[src/rtl/if_redirect_ctrl_pkg.sv]
// Shared definitions for the fetch redirect controller: FSM state
// encodings, pending-redirect kinds and default widths.
package if_redirect_ctrl_pkg;

    localparam int ADDR_W_DEF   = 10;
    localparam int HOLD_MAX_DEF = 255;

    typedef enum logic [1:0] {
        ST_BOOT   = 2'd0,
        ST_RUN    = 2'd1,
        ST_HOLD   = 2'd2,
        ST_REPLAY = 2'd3
    } state_e;

    typedef enum logic [1:0] {
        PK_NONE   = 2'd0,
        PK_JUMP   = 2'd1,
        PK_BRANCH = 2'd2
    } pend_kind_e;

endpackage

[src/rtl/if_redirect_pend.sv]
// Single-entry buffer for a redirect that arrives while fetch is held.
// A branch always overwrites the entry. A jump is taken only when the
// entry is empty or already holds a jump, so an older branch is never
// lost to a younger jump. Capture wins over clear in the same cycle.
module if_redirect_pend
    import if_redirect_ctrl_pkg::*;
#(
    parameter int ADDR_W = ADDR_W_DEF
) (
    input  logic              clk,
    input  logic              reset_n,
    input  logic              capture_branch,
    input  logic              capture_jump,
    input  logic [ADDR_W-1:0] branch_target,
    input  logic [ADDR_W-1:0] jump_target,
    input  logic              clear,
    output logic              pend_valid,
    output pend_kind_e        pend_kind,
    output logic [ADDR_W-1:0] pend_target
);

    pend_kind_e        kind_q, kind_d;
    logic [ADDR_W-1:0] target_q, target_d;

    // Next entry: branch > jump (unless a branch is held) > clear > keep.
    always_comb begin
        kind_d   = kind_q;
        target_d = target_q;
        if (capture_branch) begin
            kind_d   = PK_BRANCH;
            target_d = branch_target;
        end else if (capture_jump && kind_q != PK_BRANCH) begin
            kind_d   = PK_JUMP;
            target_d = jump_target;
        end else if (clear) begin
            kind_d   = PK_NONE;
            target_d = '0;
        end
    end

    // Entry register, emptied by reset.
    always_ff @(posedge clk or negedge reset_n) begin
        if (!reset_n) begin
            kind_q   <= PK_NONE;
            target_q <= '0;
        end else begin
            kind_q   <= kind_d;
            target_q <= target_d;
        end
    end

    assign pend_valid  = (kind_q != PK_NONE);
    assign pend_kind   = kind_q;
    assign pend_target = target_q;

endmodule

[src/rtl/if_redirect_ctrl.sv]
// Fetch-stage sequencer: arbitrates EX branch and ID jump redirects
// against the load-use stall and an external hold, drives the IF stage
// enable/select/target lines and the IF/ID, ID/EX flushes. Redirects
// seen while held are buffered and replayed on release.
// Optional statistics counters are built when IF_REDIRECT_STATS_EN is
// defined (stat_branches, stat_jumps, stat_stalls).
// Handshake: there is no valid/ready pairing; every request input is a
// level sampled in the cycle it is presented, and all outputs respond
// combinationally in that same cycle.
module if_redirect_ctrl
    import if_redirect_ctrl_pkg::*;
#(
    parameter  int ADDR_W   = ADDR_W_DEF,
    parameter  int HOLD_MAX = HOLD_MAX_DEF,
    localparam int HC_W     = $clog2(HOLD_MAX + 1)
) (
    input  logic              clk,
    input  logic              reset_n,
    input  logic              ex_branch_taken,
    input  logic [ADDR_W-1:0] ex_branch_target,
    input  logic              id_jump,
    input  logic [ADDR_W-1:0] id_jump_target,
    input  logic              hazard_stall,
    input  logic              ext_hold,
    output logic              if_en,
    output logic              if_branch_taken,
    output logic              if_jump,
    output logic [ADDR_W-1:0] if_branch_address,
    output logic [ADDR_W-1:0] if_jump_address,
    output logic              flush_ifid,
    output logic              flush_idex,
    output logic              pend_valid,
    output logic [HC_W-1:0]   hold_cycles,
`ifdef IF_REDIRECT_STATS_EN
    output logic [15:0]       stat_branches,
    output logic [15:0]       stat_jumps,
    output logic [15:0]       stat_stalls,
`endif
    output state_e            dbg_state
);

    localparam logic [HC_W-1:0] HOLD_MAX_C = HC_W'(HOLD_MAX);

    state_e            state_q, state_d;
    logic [HC_W-1:0]   hold_q, hold_d;

    logic              cap_branch, cap_jump, pend_clear;
    pend_kind_e        pend_kind;
    logic [ADDR_W-1:0] pend_target;

    if_redirect_pend #(.ADDR_W(ADDR_W)) u_pend (
        .clk            (clk),
        .reset_n        (reset_n),
        .capture_branch (cap_branch),
        .capture_jump   (cap_jump),
        .branch_target  (ex_branch_target),
        .jump_target    (id_jump_target),
        .clear          (pend_clear),
        .pend_valid     (pend_valid),
        .pend_kind      (pend_kind),
        .pend_target    (pend_target)
    );

    // State register.
    always_ff @(posedge clk or negedge reset_n) begin
        if (!reset_n) begin
            state_q <= ST_BOOT;
        end else begin
            state_q <= state_d;
        end
    end

    // Next state: hold dominates everywhere except the boot cycle.
    always_comb begin
        state_d = state_q;
        case (state_q)
            ST_BOOT:   state_d = ST_RUN;
            ST_RUN:    state_d = ext_hold ? ST_HOLD : ST_RUN;
            ST_HOLD:   state_d = ext_hold   ? ST_HOLD   :
                                 pend_valid ? ST_REPLAY : ST_RUN;
            ST_REPLAY: state_d = ext_hold ? ST_HOLD : ST_RUN;
            default:   state_d = ST_BOOT;
        endcase
    end

    // Outputs and pending-buffer control from state, pending entry, inputs.
    always_comb begin
        if_en             = 1'b0;
        if_branch_taken   = 1'b0;
        if_jump           = 1'b0;
        if_branch_address = '0;
        if_jump_address   = '0;
        flush_ifid        = 1'b0;
        flush_idex        = 1'b0;
        cap_branch        = 1'b0;
        cap_jump          = 1'b0;
        pend_clear        = 1'b0;
        if (state_q != ST_BOOT && ext_hold) begin
            // Held: fetch frozen, redirects go to the buffer. A stalled
            // jump is not captured since it will re-present later.
            flush_idex = hazard_stall;
            cap_branch = ex_branch_taken;
            cap_jump   = id_jump && !hazard_stall;
        end else begin
            case (state_q)
                ST_RUN: begin
                    if (ex_branch_taken) begin
                        if_en             = 1'b1;
                        if_branch_taken   = 1'b1;
                        if_branch_address = ex_branch_target;
                        flush_ifid        = 1'b1;
                        flush_idex        = 1'b1;
                    end else if (hazard_stall) begin
                        flush_idex = 1'b1;
                    end else if (id_jump) begin
                        if_en           = 1'b1;
                        if_jump         = 1'b1;
                        if_jump_address = id_jump_target;
                        flush_ifid      = 1'b1;
                    end else begin
                        if_en = 1'b1;
                    end
                end
                ST_HOLD: begin
                    // Release cycle: still frozen, last chance to capture.
                    flush_idex = hazard_stall;
                    cap_branch = ex_branch_taken;
                    cap_jump   = id_jump && !hazard_stall;
                end
                ST_REPLAY: begin
                    if_en      = 1'b1;
                    pend_clear = 1'b1;
                    if (ex_branch_taken) begin
                        if_branch_taken   = 1'b1;
                        if_branch_address = ex_branch_target;
                        flush_ifid        = 1'b1;
                        flush_idex        = 1'b1;
                    end else if (pend_kind == PK_BRANCH) begin
                        if_branch_taken   = 1'b1;
                        if_branch_address = pend_target;
                        flush_ifid        = 1'b1;
                        flush_idex        = 1'b1;
                    end else if (pend_kind == PK_JUMP) begin
                        if_jump         = 1'b1;
                        if_jump_address = pend_target;
                        flush_ifid      = 1'b1;
                    end
                end
                default: ;
            endcase
        end
    end

    // Hold-length counter: 1 on HOLD entry, saturating count while held,
    // otherwise keeps the length of the last hold.
    always_comb begin
        hold_d = hold_q;
        if (state_q != ST_HOLD && state_d == ST_HOLD) begin
            hold_d = HC_W'(1);
        end else if (state_q == ST_HOLD && ext_hold && hold_q != HOLD_MAX_C) begin
            hold_d = hold_q + HC_W'(1);
        end
    end

    // Hold-length register.
    always_ff @(posedge clk or negedge reset_n) begin
        if (!reset_n) begin
            hold_q <= '0;
        end else begin
            hold_q <= hold_d;
        end
    end

    assign hold_cycles = hold_q;
    assign dbg_state   = state_q;

`ifdef IF_REDIRECT_STATS_EN
    logic [15:0] st_br_q, st_jmp_q, st_stall_q;

    // Saturating event counters for branch, jump and non-boot stall cycles.
    always_ff @(posedge clk or negedge reset_n) begin
        if (!reset_n) begin
            st_br_q    <= '0;
            st_jmp_q   <= '0;
            st_stall_q <= '0;
        end else begin
            if (if_branch_taken && st_br_q != 16'hFFFF) begin
                st_br_q <= st_br_q + 16'd1;
            end
            if (if_jump && st_jmp_q != 16'hFFFF) begin
                st_jmp_q <= st_jmp_q + 16'd1;
            end
            if (!if_en && state_q != ST_BOOT && st_stall_q != 16'hFFFF) begin
                st_stall_q <= st_stall_q + 16'd1;
            end
        end
    end

    assign stat_branches = st_br_q;
    assign stat_jumps    = st_jmp_q;
    assign stat_stalls   = st_stall_q;
`endif

endmodule

[config.mk]
export PLATFORM = sky130hd
export DESIGN_NAME = if_redirect_ctrl
export DESIGN_NICKNAME = d
export VERILOG_FILES = /design/src/rtl/if_redirect_ctrl_pkg.sv /design/src/rtl/if_redirect_pend.sv /design/src/rtl/if_redirect_ctrl.sv
export SDC_FILE = /design/constraint.sdc
export NUM_CORES = 1
export LEC_CHECK = 0
export ABC_CLOCK_PERIOD_IN_PS = 3600
export CAP_MARGIN = 20
export CELL_PAD_IN_SITES_DETAIL_PLACEMENT = 1
export CELL_PAD_IN_SITES_GLOBAL_PLACEMENT = 1
export CORE_MARGIN = 4
export CORE_UTILIZATION = 34
export DETAILED_ROUTE_END_ITERATION = 12
export HOLD_SLACK_MARGIN = 0.1
export PLACE_DENSITY = 0.83
export SYNTH_ARGS = -nofsm -noshare
export SYNTH_HDL_FRONTEND = slang
export SYNTH_SLANG_ARGS = --single-unit
[constraint.sdc]
create_clock -name clk -period 3.6 [get_ports clk]
set_input_delay 0.54 -clock clk [delete_from_list [all_inputs] [get_ports clk]]
set_output_delay 0.54 -clock clk [all_outputs]
set_load 0.005 [all_outputs]
==> results.md <==
- The port buffer count is between 60 and 70.
- The data arrival time at the worst-slack endpoint is roughly 2700 ps.
- The combinational family with the most area after synthesis is simple AND/OR/NAND/NOR gates.
- For this run, design rule violations remaining after detail routing come to 0.
- Setup violations remaining at the end of the flow were counted as 0.
- The number of violations reported at the end of detailed-routing iteration 0 is 92.
- The post-synth net total is around 210.
- The sequential element share of the synthesized area is about a third.
- VDD sags by at most 233.7 uV.
- Across the routed clock network, the largest skew measured is 9.867 ps.
- The sum of overflow across all layers after global routing is 0.
- The required time reported for the critical path endpoint is about 3100 ps.
- The area of all placed cells without fillers is approximately 2400 um2.
- Across every metal layer, demand over resource in global routing totals around 19%.
- The pin count of the biggest net entering global routing is 23.
- The xor and xnor fraction of the mapped netlist area is 0%.
- The clock net sink count is 22.
- After synthesis the cells add up to approximately 1600 um2.
- The final layout contains around 270 nets.
- The count of vias placed by the detailed router is about 1,700.
- From synthesis to final layout, the design area changed by 47.62%.
- The vertical die dimension is 76.61 um.
- The clock tree root driver cell is clkbuf_8.
- For this design the static power due to leakage is 0.9887 nW.
- The initialized floorplan defines 24 standard-cell rows.
- After detailed placement, the total cell area comes to between 2000 and 2500 um2.
- The library cells used most frequently in the layout, excluding fill and tap cells, are clkdlybuf4s50_1, dfrtp_1, a21oi_1.
- After synthesis, the share of cell area in mux cells is 3.440%.
- STA classifies the critical path startpoint as a primary input.
- The number of top-level design ports is a little over 60.
- The number of hold buffers added after CTS is 0.
- The ratio of cells with drive above 1 in the final layout is roughly 7.1%.
- After layout, the worst path uses between 90% and 100% of the clock period.
- For this run, the top clock speed supported by timing is 307.2 MHz.
- After floorplanning, the core was sized to cover roughly 4400 um2.
- The congestion estimate from routability-driven global placement came to 0.8102.
- The critical path endpoint category is an output pin.
- The worst slew margin relative to its limit is around 67%.
- The floorplan step defined a die boundary enclosing just under 6000 um2.
- The post-CTS repair timing setup buffer count is 0.
- In this run the worst path has a maximum fanout of 10.
- The final standard cell utilization of the core is between 50% and 60%.
- The fraction of registers with async set or reset after synthesis is 100.0%.
- The total CTS buffers is 3.
- Counting flops and latches in the post-synthesis netlist gives 22.
- For the pin with the worst max-slew slack, the measured transition is between 400 and 500 ps.
- The post-detailed-route count of antenna-violating nets is 0.
- Dividing the synthesized area by the synthesized cell count gives 8.841 um2.
- The critical path goes through clkdlybuf4s50_1 -> nor2b_1 -> and4b_1 -> a22o_1 -> clkdlybuf4s50_1.
- The die is around 77 um wide.
- The final max-slew violation count was 0.
- In the final routed layout, each cell accounts on average for between 15 and 20 um.
- The post-synthesis cell count is roughly 180.
- In this run the number of H-tree levels came out at 1.
- The detail-routed via count per cell is ~6.
- The most common flop cell mapped by yosys is dfrtp_1.
- The register clock-pin slew on the reported worst setup and hold paths is 80 ps.
- The run finished with clean final reports.
- The antenna diode count is 0.
- The largest incremental delay on the critical path is a little under 600 ps.
- Leaving out fill and tap cells, the most frequent cell in the layout is clkdlybuf4s50_1.
- The via count of the first global-routing pass is roughly 1,800.
- Setup total negative slack on the finished layout was measured at 0 ps.
- TritonCTS built the clock tree.
- Across the run, the number of max-cap violations was 0.
- The pre-antenna-repair detailed-routing pass consisted of 5 iterations.
- The smallest clock period supported by the final layout is computed as between 3000 and 4000 ps.
- The synthesized netlist devotes between 20% and 30% of its cell area to compound gates.
- The worst hold-check path type is flop to flop.
- The first-pass GRT wire length is 9349 um.
- The count of instances resized after the clock tree is built is 0.
- Setup repair after global routing left no endpoint under its margin.
- The slowest stage cell on the critical path is clkdlybuf4s50_1.
- In this run, distinct cell masters in the synthesized netlist total 37.
- The detailed placement HPWL is ~4200 um.
- During synthesis, Yosys emitted a total of 0 warnings.
- The number of flops mapped to enable cells by yosys is 0.
- No sink is reached through more buffers than the 2 on the longest clock path.
- The initial antenna violation count is 0.
- The total power of the final layout is around 0.91 mW.
- The adder-cell area share of the yosys netlist is 3.909%.
- The ratio of total power to cell area is 383.4 nW/um2.
- The initial core utilization is 36.01%.
- The simple-gate portion of the synthesized area is about a quarter.
- The post-detailed-routing wire length is ~5700 um.
- Counting stages on the worst path, the most repeated cell is clkdlybuf4s50_1.
- For the worst-skew pair, the clock arrives at the later sink with an insertion delay of between 200 and 300 ps.
- The number of hold violations in the final report is 0.
- The type of the worst setup path is primary input to output pin.
-- flip-flops by register name, indices dropped and copies added, names as in the netlist --
signal              cells
dbg_state               2
hold_cycles             8
u_pend.pend_kind        2
u_pend.pend_target     10
-- cell type report --
type	instances	area, um2
flip-flops and latches	22	550.5
well taps	52	65.06
fillers	529	2082
clock buffers	3	41.29
repair buffers	71	705.7
clock inverters	1	30.03
multi-input cells	135	943.4
inverters	7	26.28
-- logic make-up after synthesis --
logic type / count (synthesis)
buf+inv: 24
simple gates: 70
flops: 22
mux: 5
fa+ha+maj: 5
compound gates: 55
-- worst max-delay path, delay by kind of cell --
family,cells,cell delay [ps]
compound gates,1,210
simple gates,2,850
buf+inv,2,1100
-- layer usage --
metal  vias up  track usage, %  wire length, um
li1        804               -                -
met1       859           24.80             2602
met2        43           34.36             2887
met3         6           2.719              148
met4         0           4.167               67
met5         -               0                0
-- metrics by stage --
| step | hold WS [ps] | instances | setup WS, ps |
|---|---|---|---|
| finish | 521.2 | 291 | 345.1 |
| detailed placement | 504.5 | 286 | 420.7 |
| CTS | 525.6 | 290 | 390.2 |
| floorplan | 244.4 | 181 | 1738 |
| global placement | 504.9 | 286 | 488.4 |
| global route | 560.4 | 291 | 219.7 |
-- synthesized netlist by cell type (4+ instances only) --
library cell	count	area share [%]
clkbuf_1	10	2.3
a221o_1	10	6.3
a21o_1	4	1.9
nand2b_1	5	2.0
nand3_1	13	4.1
nor2_1	8	1.9
buf_2	4	1.3
nand2_1	8	1.9
nand3b_1	10	4.7
dfrtp_1	22	34
a21oi_1	14	4.4
a22o_1	10	5.5
ha_1	5	3.9
mux2i_1	4	2.5
inv_1	7	1.6
and3_1	13	5.1
-- worst paths after layout --
path | from | endpoint | slack [ps] | cells past startpoint
setup / recovery | ex_branch_taken | if_branch_address[3] | 350 | 5
hold / removal | u_pend.pend_kind[0]$_DFFE_PN0P_ | u_pend.pend_kind[0]$_DFFE_PN0P_ | 520 | 1
setup reg to reg | u_pend.pend_kind[0]$_DFFE_PN0P_ | u_pend.pend_target[3]$_DFFE_PN0P_ | 1530 | 6
hold reg to reg | u_pend.pend_kind[0]$_DFFE_PN0P_ | u_pend.pend_kind[0]$_DFFE_PN0P_ | 520 | 1
max in group asynchronous | reset_n | hold_cycles[0]$_DFFE_PN0P_ | 2560 | 2
min in group asynchronous | reset_n | dbg_state[0]$_DFF_PN0_ | 600 | 1
-- power breakdown --
group          switching (mW)  internal (mW)
combinational           0.147          0.177
clock                  0.0912          0.149
sequential             0.0513          0.290
(Power assumes the default switching activity.)
